==> src/rtl/count_ctrl_pkg.sv <==
// Shared types and constants for the count_ctrl run controller.
package count_ctrl_pkg;

  // Sequencer states; the encoding is visible on the state output.
  typedef enum logic [1:0] {
    ST_IDLE  = 2'd0,
    ST_RUN   = 2'd1,
    ST_PAUSE = 2'd2,
    ST_DONE  = 2'd3
  } state_t;

  localparam logic [1:0] RATE_0 = 2'd0;
  localparam logic [1:0] RATE_1 = 2'd1;
  localparam logic [1:0] RATE_2 = 2'd2;
  localparam logic [1:0] RATE_3 = 2'd3;

  localparam logic DIR_UP   = 1'b1;
  localparam logic DIR_DOWN = 1'b0;

endpackage

==> src/rtl/count_ctrl_tick_prescaler.sv <==
// Shared prescaler: counts system clocks and flags the last cycle of a
// tick period for the selected rate. The held value survives while the
// enable is low, which is how a paused run resumes mid-period.
module tick_prescaler
  import count_ctrl_pkg::*;
#(
  parameter int unsigned N    = 30,
  parameter int unsigned DIV0 = 50_000_000,
  parameter int unsigned DIV1 = 5_000_000,
  parameter int unsigned DIV2 = 500_000,
  parameter int unsigned DIV3 = 50_000
) (
  input  logic         clk,
  input  logic         reset,
  input  logic         en,
  input  logic         clr,
  input  logic [1:0]   sel,
  output logic         terminal,
  output logic [N-1:0] value
);

  logic [N-1:0] last;

  // Last prescaler value of a period for the selected rate.
  always_comb begin
    last = N'(DIV0 - 1);
    case (sel)
      RATE_0:  last = N'(DIV0 - 1);
      RATE_1:  last = N'(DIV1 - 1);
      RATE_2:  last = N'(DIV2 - 1);
      RATE_3:  last = N'(DIV3 - 1);
      default: last = N'(DIV0 - 1);
    endcase
  end

  // A value held across a switch to a faster rate may already be past the
  // new end of period, so terminal uses >= rather than ==.
  assign terminal = (value >= last);

  // Prescaler register: clear wins over count.
  always_ff @(posedge clk) begin
    if (reset) begin
      value <= '0;
    end else if (clr) begin
      value <= '0;
    end else if (en) begin
      value <= value + N'(1);
    end
  end

endmodule

==> src/rtl/count_ctrl.sv <==
// Run controller for the 8-bit demo counter: start/stop/clear sequencer,
// shared rate prescaler and up/down count register on a single clock.
// Optional feature macro: COUNT_CTRL_AUTOSTOP_EN -- when defined, an update
// that lands on 255 (counting up) or 0 (counting down) parks the block in
// DONE until clear or reset; when undefined the count wraps and done is 0.
//
// state | meaning
// IDLE  | stopped, count 0, waiting for start
// RUN   | prescaler advancing, count steps on every tick
// PAUSE | prescaler and count frozen, rate_sel tracked
// DONE  | terminal count reached (autostop builds only)
module count_ctrl
  import count_ctrl_pkg::*;
#(
  parameter int unsigned N    = 30,
  parameter int unsigned DIV0 = 50_000_000,
  parameter int unsigned DIV1 = 5_000_000,
  parameter int unsigned DIV2 = 500_000,
  parameter int unsigned DIV3 = 50_000
) (
  input  logic       clk,
  input  logic       reset,
  input  logic       start,
  input  logic       stop,
  input  logic       clear,
  input  logic       dir,
  input  logic [1:0] rate_sel,
  output logic [7:0] count,
  output logic       tick,
  output logic [1:0] state,
  output logic       busy,
  output logic       done
);

  state_t       cur_state, nxt_state;
  logic [1:0]   rate_q, rate_d;
  logic [7:0]   count_q, count_d;
  logic         tick_q, tick_d;
  logic         presc_en, presc_clr, terminal;
  // Held prescaler value is available for debug; the sequencer only needs terminal.
  logic [N-1:0] presc_value_unused;

  tick_prescaler #(
    .N   (N),
    .DIV0(DIV0),
    .DIV1(DIV1),
    .DIV2(DIV2),
    .DIV3(DIV3)
  ) u_presc (
    .clk     (clk),
    .reset   (reset),
    .en      (presc_en),
    .clr     (presc_clr),
    .sel     (rate_q),
    .terminal(terminal),
    .value   (presc_value_unused)
  );

  // Next-state, count update and prescaler control; clear overrides everything.
  always_comb begin
    nxt_state = cur_state;
    count_d   = count_q;
    rate_d    = rate_q;
    tick_d    = 1'b0;
    presc_en  = 1'b0;
    presc_clr = 1'b0;
    case (cur_state)
      ST_IDLE: begin
        if (!stop && start) begin
          nxt_state = ST_RUN;
          presc_clr = 1'b1;
          rate_d    = rate_sel;
        end
      end
      ST_RUN: begin
        if (stop) begin
          // stop beats a coincident terminal cycle: the tick is deferred.
          nxt_state = ST_PAUSE;
        end else if (terminal) begin
          presc_clr = 1'b1;
          tick_d    = 1'b1;
          rate_d    = rate_sel;
          count_d   = (dir == DIR_DOWN) ? count_q - 8'd1 : count_q + 8'd1;
`ifdef COUNT_CTRL_AUTOSTOP_EN
          if ((dir == DIR_UP && count_d == 8'hFF) ||
              (dir == DIR_DOWN && count_d == 8'h00)) begin
            nxt_state = ST_DONE;
          end
`endif
        end else begin
          presc_en = 1'b1;
        end
      end
      ST_PAUSE: begin
        rate_d = rate_sel;
        if (!stop && start) begin
          nxt_state = ST_RUN;
        end
      end
      ST_DONE: begin
        nxt_state = ST_DONE;
      end
      default: begin
        nxt_state = ST_IDLE;
      end
    endcase
    if (clear) begin
      nxt_state = ST_IDLE;
      count_d   = 8'd0;
      tick_d    = 1'b0;
      presc_en  = 1'b0;
      presc_clr = 1'b1;
    end
  end

  // State, count, rate and tick registers.
  always_ff @(posedge clk) begin
    if (reset) begin
      cur_state <= ST_IDLE;
      count_q   <= 8'd0;
      rate_q    <= RATE_0;
      tick_q    <= 1'b0;
    end else begin
      cur_state <= nxt_state;
      count_q   <= count_d;
      rate_q    <= rate_d;
      tick_q    <= tick_d;
    end
  end

  assign count = count_q;
  assign tick  = tick_q;
  assign state = cur_state;
  assign busy  = (cur_state == ST_RUN);
`ifdef COUNT_CTRL_AUTOSTOP_EN
  assign done  = (cur_state == ST_DONE);
`else
  assign done  = 1'b0;
`endif

endmodule

==> config.mk <==
export PLATFORM = sky130hd
export DESIGN_NAME = count_ctrl
export DESIGN_NICKNAME = d
export VERILOG_FILES = /design/src/rtl/count_ctrl_pkg.sv /design/src/rtl/count_ctrl_tick_prescaler.sv /design/src/rtl/count_ctrl.sv
export SDC_FILE = /design/constraint.sdc
export NUM_CORES = 1
export LEC_CHECK = 0
export CAP_MARGIN = 20
export CORE_UTILIZATION = 45
export CTS_CLUSTER_DIAMETER = 30
export DETAILED_ROUTE_END_ITERATION = 16
export GPL_ROUTABILITY_DRIVEN = 0
export PLACE_DENSITY = 0.74
export SLEW_MARGIN = 10
export SYNTH_ARGS = -nofsm -noshare
export SYNTH_HDL_FRONTEND = slang
export SYNTH_SLANG_ARGS = --single-unit
==> constraint.sdc <==
create_clock -name clk -period 4.1 [get_ports clk]
set_input_delay 0.82 -clock clk [delete_from_list [all_inputs] [get_ports clk]]
set_output_delay 0.82 -clock clk [all_outputs]
set_load 0.01 [all_outputs]
==> summary.txt <==
Status
  – Status: completed

STA
  – Worst setup margin: roughly 0.64 ns
  – Max-slew violation count: 0
  – Slew @ Worst Pin: 0.892 ns
  – Final hold violation count: 0
  – RSZ-0062 raised after global routing: no
  – Final setup viols: 0
  – WHS: approximately 0.43 ns
  – Post-route setup TNS: 0 ns
  – Period utilisation layout: 0.844
  – Max_slew headroom: 0.405
  – Peak Freq: just under 300 MHz
  – Final min period: 3.46 ns
  – Clock skew: 0.00809 ns

Clock network
  – Number of setup buffers added after CTS: 0
  – Cts bufs inserted: 5
  – Worst-path clk slew: ~0.09 ns
  – H-tree depth: 2
  – CTS Root Cell: clkbuf_8
  – # resized after CTS: 0
  – CTS sink count: between 40 and 50
  – CTS tree: built
  – Clk buf depth: 2
  – Clk_lat worst skew: just under 0.3 ns
  – Hold_buf cts: 0

Layout
  – Area growth syn-to-layout: 13.4%
  – Fin area: roughly 3100 um2
  – Filler instances: 559
  – Share of cells above drive strength 1: 0.0745
  – Utilization after layout: 0.527
  – Antenna Cells: 0
  – Multi-input gate area: 1750 um2
  – FF+latch area: between 800 and 900 um2
  – Nets: 385
  – Final std cells w/o fill: 424

Synth
  – Synth Register Bits: 43
  – Fraction of registers with async set/reset: 0
  – Mean area per synthesized cell: 8.32 um2
  – Yosys cell types: 52
  – Sequential fraction of the synthesis area: 0.313
  – Synth area leaders: dfxtp_1 31%, ha_1 13%, a21oi_1 6.4%
  – Synth Flop Type: dfxtp_1
  – Yosys warns: 0
  – Cell count after synthesis: 331
  – Syn_nets: 368
  – Post-synth EDFFs: 0
  – Synth Cell Area: 2750 um2
  – Synth area leader: dfxtp_1
  – Share of the synthesized area in the top cell type: 0.313

Power and ir drop
  – LEAKAGE: 1.08 nW
  – Max VDD drop: 0.144 mV
  – P per Cell Area: approximately 270 nW/um2
  – Overall power: 827 uW

Global routing
  – Largest net degree at the start of global routing: 31
  – Initial antenna violation count: 0
  – Total track usage: 0.204
  – GRT overflow: 0
  – Vias in the first global route: 2,183
  – First-pass GRT wire length: 10,200 um

Floorplan
  – Die Height: 80.2 um
  – Die footprint: 6430 um2
  – Row Count: 28
  – Io pins: 21
  – Width of the die: 80.2 um
  – Initial Util: 0.465
  – Core ar.: 5920 um2

Worst setup path
  – Nature of the critical path startpoint: flip-flop
  – R2r endpoint: u_presc.value[18]
  – Crit. End Element: flip-flop
  – Reg2reg start: rate_q[0]
  – Worst-path maximum fanout: 30
  – Worst EP arrival: about 3.7 ns
  – Reg2reg path depth: 11
  – R2R Setup Slk: 0.64 ns
  – Crit path kind: reg -> reg
  – Worst Path Required: approximately 4.3 ns

Hold path
  – Hold endpoint: u_presc.value[29]
  – Hold crit path type: reg -> reg
  – Hold path start: u_presc.value[29]
  – WHS Path Cells: 2

Flow run
  – MaxCap Viol Count: 0

Place
  – Placed cell count: 416
  – Final HPWL from detailed placement: 4410 um
  – Placed instance area: 3000 um2
  – Post-placement setup slack: 0.528 ns
  – Buffers added on ports: 19

Drt
  – Post-DRT Antenna Nets: 0
  – DR WL/cell: 14.1 um
  – DR iter-0 viols: 169
  – Drt first pass iters: 4
  – DR vias: 2,476
  – DRT Wirelength: about 6000 um
  – Drc violations: 0
  – Routed vias/inst: a little under 6
-- synth_stat cells (2+ instances only) --
| cell | count |
|---|---|
| a211o_1 | 2 |
| a211oi_1 | 3 |
| a21o_1 | 5 |
| a21o_2 | 2 |
| a21oi_1 | 35 |
| a31oi_1 | 2 |
| and2_1 | 3 |
| buf_2 | 2 |
| clkbuf_1 | 9 |
| dfxtp_1 | 43 |
| ha_1 | 28 |
| inv_1 | 20 |
| mux2i_1 | 6 |
| nand2_1 | 18 |
| nand3_1 | 10 |
| nand4_1 | 12 |
| nor2_1 | 24 |
| nor2b_1 | 2 |
| nor3_1 | 8 |
| o211ai_1 | 2 |
| o21a_1 | 2 |
| o21ai_0 | 20 |
| o31ai_1 | 5 |
| o41ai_1 | 2 |
| or2_2 | 3 |
| or3_1 | 18 |
| or3_2 | 2 |
| or4_1 | 7 |
| xnor2_1 | 11 |
| xor2_1 | 3 |
-- layout by cell type (no fill, tap or decap), types with 4 or more instances in the layout --
cell type / synthesis / final
a21o_1: 5 / 5
inv_1: 20 / 20
nor2_1: 24 / 24
o31ai_1: 5 / 5
nand4_1: 12 / 12
ha_1: 28 / 28
o21ai_0: 20 / 20
clkdlybuf4s50_1: 0 / 19
nand2_1: 18 / 18
clkbuf_8: 0 / 6
a21oi_1: 35 / 35
xnor2_1: 11 / 11
nor3_1: 8 / 8
buf_4: 1 / 4
or3_1: 18 / 18
dfxtp_1: 43 / 43
nand3_1: 10 / 10
or4_1: 7 / 7
mux2i_1: 6 / 6
-- worst max-delay path by stage --
stage	slack, ns	startpoint	end	depth (start not counted)
detailed placement	0.53	stop	u_presc.value[18]	8
finish	0.64	rate_q[0]	u_presc.value[18]	11
CTS	0.68	rate_q[0]	u_presc.value[18]	11
global placement	0.67	stop	u_presc.value[18]	8
global route	0.38	rate_q[0]	u_presc.value[18]	11
floorplan	1.07	rate_q[0]	count[1]	11
-- worst max-delay path, stage by stage, from the launching register on --
cell and delay (ns):
dfxtp_1 0.36, inv_1 0.18, ha_1 0.38, inv_1 0.11, ha_1 0.30, a211oi_1 0.26, a21oi_1 0.11, nor3b_1 0.24
nand4b_1 0.19, and2_1 0.48, or4_1 0.62, a21oi_1 0.15
-- routing by layer --
metal  wire (um)  up-vias  part of all wire  global-route usage
li1            -     1234                 -                   -
met1        2850     1177              0.48               0.278
met2        2770       52              0.46               0.321
met3         274       13             0.046              0.0420
met4         103        0             0.017              0.0661
met5           0        -                 0                   0
-- kinds of logic (layout without fill, tap and decap cells) --
logic type	after synthesis	after routing	share of synthesized area
other cells	1	1	0.00136
simple gates	116	116	0.228
compound gates	89	89	0.207
xor+xnor	14	14	0.0445
flops	43	43	0.313
fa+ha+maj	29	29	0.135
buf+inv	33	51	0.0500
mux	6	6	0.0218
-- where the power goes --
group | switching, mW | internal, mW
clock network | 0.144 | 0.197
registers | 0.00211 | 0.419
logic | 0.0391 | 0.0259
total | 0.186 | 0.642
-- sequential cells by signal, indices dropped and copies added, names as in the netlist --
register,count
u_presc.value,30
count,8
rate_q,2
state,2
tick,1
-- final cells by class --
cell class | instances | area share
multi-input combinational | 255 | 0.562
sequential | 43 | 0.276
timing repair buffer | 23 | 0.0705
tap | 75 | 0.0301
clock buffer | 6 | 0.0265
inverter | 20 | 0.0240
clock inverter | 2 | 0.0112
(Power assumes the default switching activity.)
